<file path="config.mk">
export PLATFORM = sky130hd
export DESIGN_NAME = uart_cmd_counter
export DESIGN_NICKNAME = d
export VERILOG_FILES = /design/src/rtl/uart_cmd_pkg.sv /design/src/rtl/cmd_fifo.sv /design/src/rtl/uart_cmd_counter.sv
export SDC_FILE = /design/constraint.sdc
export NUM_CORES = 1
export LEC_CHECK = 0
export BUFFER_PORTS_ARGS = -buffer_cell sky130_fd_sc_hd__buf_2
export CAP_MARGIN = 10
export CORE_MARGIN = 2
export CORE_UTILIZATION = 55
export DETAILED_ROUTE_END_ITERATION = 10
export GPL_TIMING_DRIVEN = 0
export PLACE_DENSITY = 0.8
export SYNTH_ARGS = -nofsm -noshare
export SYNTH_HDL_FRONTEND = slang
export SYNTH_SLANG_ARGS = --single-unit
</file>
<file path="constraint.sdc">
create_clock -name clk -period 2.6 [get_ports clk]
set_clock_uncertainty 0.05 [all_clocks]
set_input_delay 0.13 -clock clk [delete_from_list [all_inputs] [get_ports clk]]
set_output_delay 0.13 -clock clk [all_outputs]
set_load 0.01 [all_outputs]
</file>
<file path="src/rtl/uart_cmd_pkg.sv">
// Shared definitions for the UART command counter: command bytes, the error
// acknowledge byte, controller states and the command decoder.
package uart_cmd_pkg;

  localparam logic [7:0] CMD_RUN_UC  = 8'h52;  // 'R'
  localparam logic [7:0] CMD_RUN_LC  = 8'h72;  // 'r'
  localparam logic [7:0] CMD_STOP_UC = 8'h53;  // 'S'
  localparam logic [7:0] CMD_STOP_LC = 8'h73;  // 's'
  localparam logic [7:0] CMD_CLR_UC  = 8'h43;  // 'C'
  localparam logic [7:0] CMD_CLR_LC  = 8'h63;  // 'c'
  localparam logic [7:0] CMD_UP_UC   = 8'h55;  // 'U'
  localparam logic [7:0] CMD_UP_LC   = 8'h75;  // 'u'
  localparam logic [7:0] CMD_DOWN_UC = 8'h44;  // 'D'
  localparam logic [7:0] CMD_DOWN_LC = 8'h64;  // 'd'
  localparam logic [7:0] ACK_ERR     = 8'h3F;  // '?'

  typedef enum logic [1:0] {
    IDLE,
    DECODE,
    ACK
  } state_e;

  typedef enum logic [2:0] {
    OP_NONE,
    OP_RUN,
    OP_STOP,
    OP_CLR,
    OP_UP,
    OP_DOWN
  } op_e;

  function automatic op_e decode_cmd(input logic [7:0] b);
    case (b)
      CMD_RUN_UC,  CMD_RUN_LC:  return OP_RUN;
      CMD_STOP_UC, CMD_STOP_LC: return OP_STOP;
      CMD_CLR_UC,  CMD_CLR_LC:  return OP_CLR;
      CMD_UP_UC,   CMD_UP_LC:   return OP_UP;
      CMD_DOWN_UC, CMD_DOWN_LC: return OP_DOWN;
      default:                  return OP_NONE;
    endcase
  endfunction

endpackage

</file>
<file path="src/rtl/cmd_fifo.sv">
// Synchronous FIFO for received command bytes. A push while full only
// succeeds when a pop happens in the same cycle.
module cmd_fifo #(
  parameter int WIDTH = 8,
  parameter int DEPTH = 8
) (
  input  logic             clk,
  input  logic             rst_n,
  input  logic             push_i,
  input  logic [WIDTH-1:0] data_i,
  input  logic             pop_i,
  output logic [WIDTH-1:0] data_o,
  output logic             full_o,
  output logic             empty_o
);

  localparam int AW = $clog2(DEPTH);

  logic [WIDTH-1:0] mem_q [DEPTH];
  logic [AW-1:0]    wr_ptr_q, rd_ptr_q;
  logic [AW:0]      count_q;
  logic             do_push, do_pop;

  assign empty_o = (count_q == '0);
  assign full_o  = (count_q == (AW+1)'(DEPTH));
  assign do_pop  = pop_i && !empty_o;
  assign do_push = push_i && (!full_o || do_pop);
  assign data_o  = mem_q[rd_ptr_q];

  // NOTE: sequential state uses non-blocking assignments so every register
  // samples pre-edge values regardless of process evaluation order.
  always_ff @(posedge clk or negedge rst_n) begin
    if (!rst_n) begin
      wr_ptr_q <= '0;
      rd_ptr_q <= '0;
      count_q  <= '0;
    end else begin
      if (do_push) wr_ptr_q <= wr_ptr_q + 1'b1;
      if (do_pop)  rd_ptr_q <= rd_ptr_q + 1'b1;
      case ({do_push, do_pop})
        2'b10:   count_q <= count_q + 1'b1;
        2'b01:   count_q <= count_q - 1'b1;
        default: count_q <= count_q;
      endcase
    end
  end

  // NOTE: storage is not reset; the pointers and count alone define which
  // entries are valid, so the array maps onto plain RAM.
  always_ff @(posedge clk) begin
    if (do_push) mem_q[wr_ptr_q] <= data_i;
  end

endmodule

</file>
<file path="src/rtl/uart_cmd_counter.sv">
// BCD up/down counter driven by UART command bytes and buttons; each command
// is popped from a FIFO, executed, and acknowledged back over the UART.
module uart_cmd_counter
  import uart_cmd_pkg::*;
#(
  parameter int DIGITS     = 4,
  parameter int FIFO_DEPTH = 8,
  parameter int TICK_DIV   = 10_000_000
) (
  input  logic                clk,
  input  logic                reset,
  input  logic [7:0]          i_rx_data,
  input  logic                i_rx_valid,
  input  logic                i_btn_run,
  input  logic                i_btn_clr,
  input  logic                i_tx_busy,
  output logic [7:0]          o_tx_data,
  output logic                o_tx_start,
  output logic [4*DIGITS-1:0] o_bcd,
  output logic                o_run,
  output logic                o_dir,
  output logic                o_fifo_ovf
);

  localparam int BW = 4 * DIGITS;
  localparam int PW = $clog2(TICK_DIV);
  localparam logic [PW-1:0] PRESC_LAST = PW'(TICK_DIV - 1);

  state_e        state_q, state_d;
  logic [7:0]    cmd_q, cmd_d, ack_q, ack_d;
  logic          run_q, run_d, dir_q, dir_d, ovf_q, ovf_d;
  logic [PW-1:0] presc_q, presc_d;
  logic [BW-1:0] bcd_q, bcd_d, bcd_step;
  logic [7:0]    fifo_data;
  logic          fifo_full, fifo_empty, fifo_pop;
  logic          exec, step, clr, drop;
  op_e           op;

  cmd_fifo #(
    .WIDTH(8),
    .DEPTH(FIFO_DEPTH)
  ) u_fifo (
    .clk    (clk),
    .rst_n  (reset),
    .push_i (i_rx_valid),
    .data_i (i_rx_data),
    .pop_i  (fifo_pop),
    .data_o (fifo_data),
    .full_o (fifo_full),
    .empty_o(fifo_empty)
  );

  // NOTE: every signal written here gets a default first, so no path through
  // the case statement can leave one unassigned and infer a latch.
  always_comb begin
    state_d    = state_q;
    cmd_d      = cmd_q;
    ack_d      = ack_q;
    fifo_pop   = 1'b0;
    exec       = 1'b0;
    o_tx_start = 1'b0;
    case (state_q)
      IDLE: if (!fifo_empty) begin
        fifo_pop = 1'b1;
        cmd_d    = fifo_data;
        state_d  = DECODE;
      end
      DECODE: begin
        exec    = 1'b1;
        ack_d   = (decode_cmd(cmd_q) == OP_NONE) ? ACK_ERR : cmd_q;
        state_d = ACK;
      end
      ACK: if (!i_tx_busy) begin
        o_tx_start = 1'b1;
        state_d    = IDLE;
      end
      default: state_d = IDLE;
    endcase
  end

  assign op   = exec ? decode_cmd(cmd_q) : OP_NONE;
  assign step = run_q && (presc_q == PRESC_LAST);
  assign clr  = i_btn_clr || (op == OP_CLR);
  assign drop = i_rx_valid && fifo_full && !fifo_pop;

  // Ripple the +1/-1 through the digits; a digit only passes the carry on
  // when it wraps (9->0 counting up, 0->9 counting down).
  always_comb begin
    logic       carry;
    logic [3:0] digit;
    bcd_step = bcd_q;
    carry    = 1'b1;
    for (int i = 0; i < DIGITS; i++) begin
      digit = bcd_q[4*i +: 4];
      if (carry) begin
        if (!dir_q) begin
          if (digit == 4'd9) bcd_step[4*i +: 4] = 4'd0;
          else begin
            bcd_step[4*i +: 4] = digit + 4'd1;
            carry = 1'b0;
          end
        end else begin
          if (digit == 4'd0) bcd_step[4*i +: 4] = 4'd9;
          else begin
            bcd_step[4*i +: 4] = digit - 4'd1;
            carry = 1'b0;
          end
        end
      end
    end
  end

  always_comb begin
    presc_d = presc_q;
    bcd_d   = bcd_q;
    if (clr) begin
      presc_d = '0;
      bcd_d   = '0;
    end else if (run_q) begin
      presc_d = step ? '0 : presc_q + 1'b1;
      if (step) bcd_d = bcd_step;
    end
    // Button toggle and 'R' toggle cancel; 'S' forces stop regardless.
    run_d = run_q ^ i_btn_run ^ (op == OP_RUN);
    if (op == OP_STOP) run_d = 1'b0;
    dir_d = dir_q;
    if (op == OP_UP)   dir_d = 1'b0;
    if (op == OP_DOWN) dir_d = 1'b1;
    ovf_d = (ovf_q && (op != OP_CLR)) || drop;
  end

  always_ff @(posedge clk or negedge reset) begin
    if (!reset) begin
      state_q <= IDLE;
      cmd_q   <= '0;
      ack_q   <= '0;
      run_q   <= 1'b0;
      dir_q   <= 1'b0;
      ovf_q   <= 1'b0;
      presc_q <= '0;
      bcd_q   <= '0;
    end else begin
      state_q <= state_d;
      cmd_q   <= cmd_d;
      ack_q   <= ack_d;
      run_q   <= run_d;
      dir_q   <= dir_d;
      ovf_q   <= ovf_d;
      presc_q <= presc_d;
      bcd_q   <= bcd_d;
    end
  end

  assign o_tx_data  = ack_q;
  assign o_bcd      = bcd_q;
  assign o_run      = run_q;
  assign o_dir      = dir_q;
  assign o_fifo_ovf = ovf_q;

endmodule

</file>
Word-level counts from Yosys, hierarchy flattened
Memory sizes are Yosys's and may differ from the RTL's. A register that Yosys moved wholly into a read port is not among the register bits.
Cells that the tools add are included.
{ "classes": {"addsub": 13, "n_eq_ne": 28, "mux": 50, "bitwise_logic": 3, "n_reduce_logical": 38} }
{ "ops": {"columns": ["operator", "n"], "rows": [
  ["$eq A8 B7 Y1 const B", 10],
  ["$mux W24", 3],
  ["$mux W4", 15],
  ["$mux W16", 3],
  ["$add A24 B1 Y24 const B", 1],
  ["$eq A24 B24 Y1 const B", 1],
  ["$mux W1", 21],
  ["$add A4 B1 Y4 const B", 5],
  ["$eq A4 B4 Y1 const B", 5],
  ["$logic_not A4 Y1", 5],
  ["$sub A4 B1 Y4 const B", 5],
  ["$pmux W3 S5", 1],
  ["$reduce_bool A2 Y1", 7],
  ["$reduce_or A2 Y1", 5],
  ["$reduce_and A3 Y1", 3],
  ["$mux W8", 1],
  ["$pmux W4 S2", 1],
  ["$add A3 B1 Y3 const B", 2],
  ["$eq A3 B2 Y1 const B", 2],
  ["$eq A3 B3 Y1 const B", 2],
  ["$logic_and A1 B1 Y1", 6],
  ["$mux W3", 2],
  ["$pmux W2 S3", 1],
  ["$reduce_and A2 Y1", 3],
  ["12 further kinds", 22]
]} }
{ "word_totals": {"ff_bits": 63, "ram_bits": 64, "inputBits": 14, "wordCells": 146, "n_memories": 1} }
{ "memory_table": {"columns": ["name", "depth", "word_bits", "rd", "rd_clocked_by_memory_dff", "wr", "line_no", "rtl"], "rows": [
  ["u_fifo.mem_q", 8, 8, 1, 1, 1, "cmd_fifo.sv:19", "logic [WIDTH-1:0] mem_q [DEPTH];"]
]} }

Longest topological paths before layout
{ "depth": {"word_depth": 9, "mapped_depth": 11, "mapped_depth_nobuf": 11} }

Modules after synthesis
Synthesis repeated with hierarchy kept, for this count alone.
{ "unflattened": {"hier_cells": 551, "hier_area_um2": 6844.1} }
{ "by_module_without_submodules": {"columns": ["mod", "n_inst", "cells_per_inst", "area_per_inst_um2"], "rows": [
  ["uart_cmd_counter", 1, 389, 3693.5],
  ["cmd_fifo", 1, 162, 3150.5]
]} }

Worst setup path after synthesis
Ideal clock, no wire load.
{ "synth_path": {"kind": "register to register", "startpoint": "register state_q[0]", "endpoint": "memory u_fifo.mem_q[2][0], enable pin", "setup_ns": 0.398, "t_arrival_ns": 2.029, "required_time_ns": 2.152, "path_slack_ns": 0.123, "stages_incl_launch_ff": 6, "path_cell_list": "dfrtp_1 o21ai_0 nor4_1 nor2b_1 inv_1 nor4b_1"} }
{ "synth_via": {"elab_chain_len": 7} }
{ "synth_lines": {"columns": ["element", "line_no", "rtl"], "rows": [
  ["from (decl)", "uart_cmd_counter.sv:29", "state_e state_q, state_d;"],
  ["from (signal assigned)", "uart_cmd_counter.sv:143", "state_q <= state_d;"],
  ["$logic_not A2 Y1", "uart_cmd_counter.sv:62", "case (state_q)"],
  ["$mux W1", "uart_cmd_counter.sv:62", null],
  ["$logic_and A1 B1 Y1", "cmd_fifo.sv:26", "assign do_pop = pop_i && !empty_o;"],
  ["$logic_or A1 B1 Y1", "cmd_fifo.sv:27", "assign do_push = push_i && (!full_o || do_pop);"],
  ["$logic_and A1 B1 Y1", "cmd_fifo.sv:27", null],
  ["$mux W1", "cmd_fifo.sv:51", "if (do_push) mem_q[wr_ptr_q] <= data_i;"],
  ["$mux W1 (not written as such)", "cmd_fifo.sv:51", null],
  ["to (decl)", "cmd_fifo.sv:19", null]
]} }
No other way between the ends.

Worst setup path after layout
{ "layout_path": {"startpoint": "register bcd_q[1] (netlist: o_bcd[1])", "endpoint": "register bcd_q[15] (netlist: o_bcd[15])"} }
{ "layout_via": {"elab_chain_len": 7} }
{ "layout_lines": {"columns": ["element", "line_no", "rtl"], "rows": [
  ["from (decl)", "uart_cmd_counter.sv:33", "logic [BW-1:0] bcd_q, bcd_d, bcd_step;"],
  ["from (signal assigned)", "uart_cmd_counter.sv:141", "bcd_q <= '0;"],
  ["from (signal assigned)", "uart_cmd_counter.sv:150", "bcd_q <= bcd_d;"],
  ["$eq A4 B4 Y1 / $logic_not A4 Y1 (equally long branches)", "uart_cmd_counter.sv:97, uart_cmd_counter.sv:103", null],
  ["$mux W1 (on tied branches)", "uart_cmd_counter.sv:97, uart_cmd_counter.sv:103", null],
  ["$mux W1 *", "uart_cmd_counter.sv:96", "if (!dir_q) begin"],
  ["$mux W1 * (2 in a row)", "uart_cmd_counter.sv:95", "if (carry) begin"],
  ["$reduce_bool A2 Y1 (no source line) *", null, null],
  ["$reduce_and A3 Y1 (no source line) *", null, null]
]} }
Every way passes the cells marked *; elsewhere a longest branch is shown, timed or not.
A chain may end at the register's enable or synchronous reset.

==> reports/qor.yml <==
die:
  row_count: 40
  die_area_sq_mm: 0.0131
  start_util_pct: 56.0
  boundaryPins: 42
  die-width_um: 114
  die_y_um: 114
  coreArea_sq_mm: 0.0120
drt:
  detail_route.iter0.violations: 412
  viasPerCell: 6.07
  first_pass_iters: 5
  antenna_left: 0
  vias: 4822
  drc_errors: 0
  routed_wl_mm: 14.8
  wl_per_cell_um: 18.6
finish:
  syn_to_final_growth_pct: 18.4
  num_antenna_cells: 0
  utilization_pct: 66.3
  layout.nets: 665
  drive_gt1_share_pct: 22.4
yosys:
  avgSynthCellArea_sq_um: 12.0
  synthXorXnorAreaFrac_pct: 4.44
  yosysTopAreaCellShare_pct: 28.7
  syn-num-nets: 587
  yosysMostFrequentCell: "dfrtp_1"
  synthAdderAreaFrac_pct: 3.10
  synth_common_cells: "71 x dfrtp_1, 64 x edfxtp_1, 53 x nor2_1, 40 x nand2_1"
  synth_top_family_by_area: "simple AND/OR/NAND/NOR gates"
  synth_cells: 557
  ys_ff_latch: 135
  muxShareOfSynthArea_pct: 7.82
  synth_cell_types: 71
  synth-edff-count: 64
  synth_top_flop_cell: "dfrtp_1"
  synth_simple_gate_area_share_pct: 18.5
  synth_seq_area_share_pct: 55.2
  async_flop_share_pct: 52.6
  yosysTopAreaCell: "edfxtp_1"
  synth_compound_area_share_pct: 7.96
  synth_area_sq_mm: 0.00670
  ys_warn_count: 0
  synth_area_leaders: "edfxtp_1 29%, dfrtp_1 27%, mux4_2 5.7%"
placed_design:
  port-buffer-count: 41
  gp_congestion: 0.870
  hpwl_mm: 9.88
timing:
  slew_viol_final: 0
  setup_viol: 0
  timing.fmax_mhz: 390
  relSlewSlack_pct: 38.8
  period_minus_slack_ps: 2570
  tns_ps: 0
  rsz0062_at_grt: "yes"
  final_hold_viol_count: 0
  worst_pin_slew_ps: 918
  finalCritPeriodShare_pct: 98.7
clock_network:
  clk_pin_slew_worst_paths_ps: 60
  cts_tree: "done"
  clockBufferDepth: 2
  root_buffer: "clkbuf_16"
  htreeDepth: 4
  worstSkewPairLatency_ps: 420
  numClockSinks: 135
  cts_buffers: 17
setup_path:
  end_kind: "flip-flop"
  criticalPathCategory: "reg2reg"
  arrival_ps: 2840
  max_stage_delay_ps: 460
  crit_chain: "inv_1 -> ha_2 -> nand4bb_2 -> a221oi_4 -> and4_2 -> buf_2 -> nand4_1 -> a31oi_1"
  path_delay_family: "compound AO/OA/AOI/OAI gates"
  crit_path_start_kind: "flip-flop"
  worstPathRequired_ps: 2870
  crit_slowest_cell: "dfrtp_1"
  r2r_slack_ps: 30
  worstPathMaxFanout: 9
  worst-path-buf-inv: 2
grt:
  grt-ovfl-total: 0
  antenna_found_initial: 0
  grt_pass1_wl_mm: 24.1
  grt_max_degree: 72
  grt_pass1_vias: 4808
  grt_usage_pct: 24.3
power:
  power_frac_seq_pct: 39.7
  p_leak_nw: 3.07
  comb_power_share_pct: 26.2
  powerDensity_mw_per_mm2: 912
  swShare_pct: 31.0
  p_int_mw: 5.00
  ir_drop_uv: 709
  switchingPower_mw: 2.24
  clkPwrFrac_pct: 34.1
worst_hold_path:
  hold_path_class: "in2reg"
job:
  maxCapViolCount: 0
run_status:
  outcome: "completed"
final timing paths:
check / from / to / cells after the start
hold reg to reg: o_tx_data[7]$_DFFE_PN0N_ / o_tx_data[7]$_DFFE_PN0N_ / 1
max in group asynchronous: reset / state_q[1]$_DFFE_PN0P_ / 2
hold / removal: i_btn_run / o_run$_DFF_PN0_ / 3
min in group asynchronous: reset / o_bcd[10]$_DFFE_PN0P_ / 2
setup reg to reg: o_bcd[1]$_DFFE_PN0P_ / o_bcd[15]$_DFFE_PN0P_ / 8
setup / recovery: o_bcd[1]$_DFFE_PN0P_ / o_bcd[15]$_DFFE_PN0P_ / 8
layer usage:
layer  track usage [%]  wire length [um]  vias to the layer above
li1                  -                 -                     2235
met3              5.77               617                       30
met5                 0                 0                        -
met2              41.4              7760                      148
met1              29.8              6070                     2409
met4              10.0               354                        0
layout by cell type (no fill, tap or decap), types with 4 or more instances in the layout:
master and n:
o21a_1 4, buf_2 47, and2_1 4, nor2b_1 4, mux2i_1 13, nor4_1 12, nor3b_1 11, a21oi_1 23
o21ai_0 21, edfxtp_1 64, clkbuf_1 12, nor2_1 53, dfrtp_1 69, nand3b_1 4, xnor2_1 23, xor2_1 11
nand2_1 40, nand2b_1 7, nor4b_1 4, inv_1 16, o31ai_1 4, nand4_1 8, clkbuf_16 17, a211oi_1 5
ha_1 13, nor3_1 13, inv_6 5, mux4_2 17, dlygate4sd3_1 11, nand3_1 18, buf_4 6
cell families after synthesis:
group | count (synthesis)
AO/OA/AOI/OAI | 81
XOR/XNOR | 34
adder cells (fa/ha/maj) | 16
buffers and inverters | 42
flip-flops | 135
multiplexers | 31
AND/OR/NAND/NOR | 218
registers in the layout, indices dropped and copies added (netlist names):
| register | flops |
|---|---|
| o_dir | 1 |
| state_q | 2 |
| o_tx_data | 8 |
| u_fifo.wr_ptr_q | 3 |
| o_run | 1 |
| u_fifo.mem_q | 64 |
| presc_q | 24 |
| u_fifo.count_q | 4 |
| o_bcd | 16 |
| o_fifo_ovf | 1 |
| cmd_q | 8 |
| u_fifo.rd_ptr_q | 3 |
metrics by stage:
| stage | hold WS (ps) | setup slack, ps | instance area [sq um] | instances | total power, mW |
|---|---|---|---|---|---|
| floorplan | -216 | 123 | 6700 | 557 | 4.18 |
| global placement | 323 | -624 | 7090 | 745 | 4.57 |
| finish | 88.2 | 32.6 | 7940 | 795 | 7.24 |
| detailed placement | 261 | -231 | 7140 | 751 | 4.72 |
| global route | 79.1 | -85.0 | 7940 | 795 | 7.62 |
| CTS | 70.4 | 23.4 | 7890 | 795 | 7.27 |
layout make-up:
type | count | area, sq um
well taps | 147 | 184
fillers | 859 | 4030
multi-input cells | 380 | 2870
flip-flops and latches | 135 | 3700
plain buffers | 26 | 143
repair buffers | 59 | 365
clock inverters | 14 | 169
clock buffers | 18 | 439
inverters | 16 | 60.1
worst register-to-register path, delay by kind of cell (launching register included):
kind,cells,cell delay (ps)
fa+ha+maj,1,270
flops,1,460
simple gates,3,600
compound gates,2,700
buf+inv,2,380
power by group through the flow:
stage                     Combinational (mW)  Clock, mW  Sequential [mW]
after detailed placement                1.84          0             2.88
after global routing                    2.10       2.61             2.92
after global placement                  1.71          0             2.85
final                                   1.89       2.47             2.88
after CTS                               1.91       2.50             2.86
after floorplan                         1.36          0             2.83
what timing repair did:
item / in CTS / in global routing
gates resized for setup: 6 / 12
hold endpoints to repair: 137 / 0
hold buffers: 11 / 0
pin swaps: 0 / 1
setup buffers: 1 / 0
endpoints found under the setup margin: 10 / 9
Note: power is estimated with default switching activity, not from simulation.
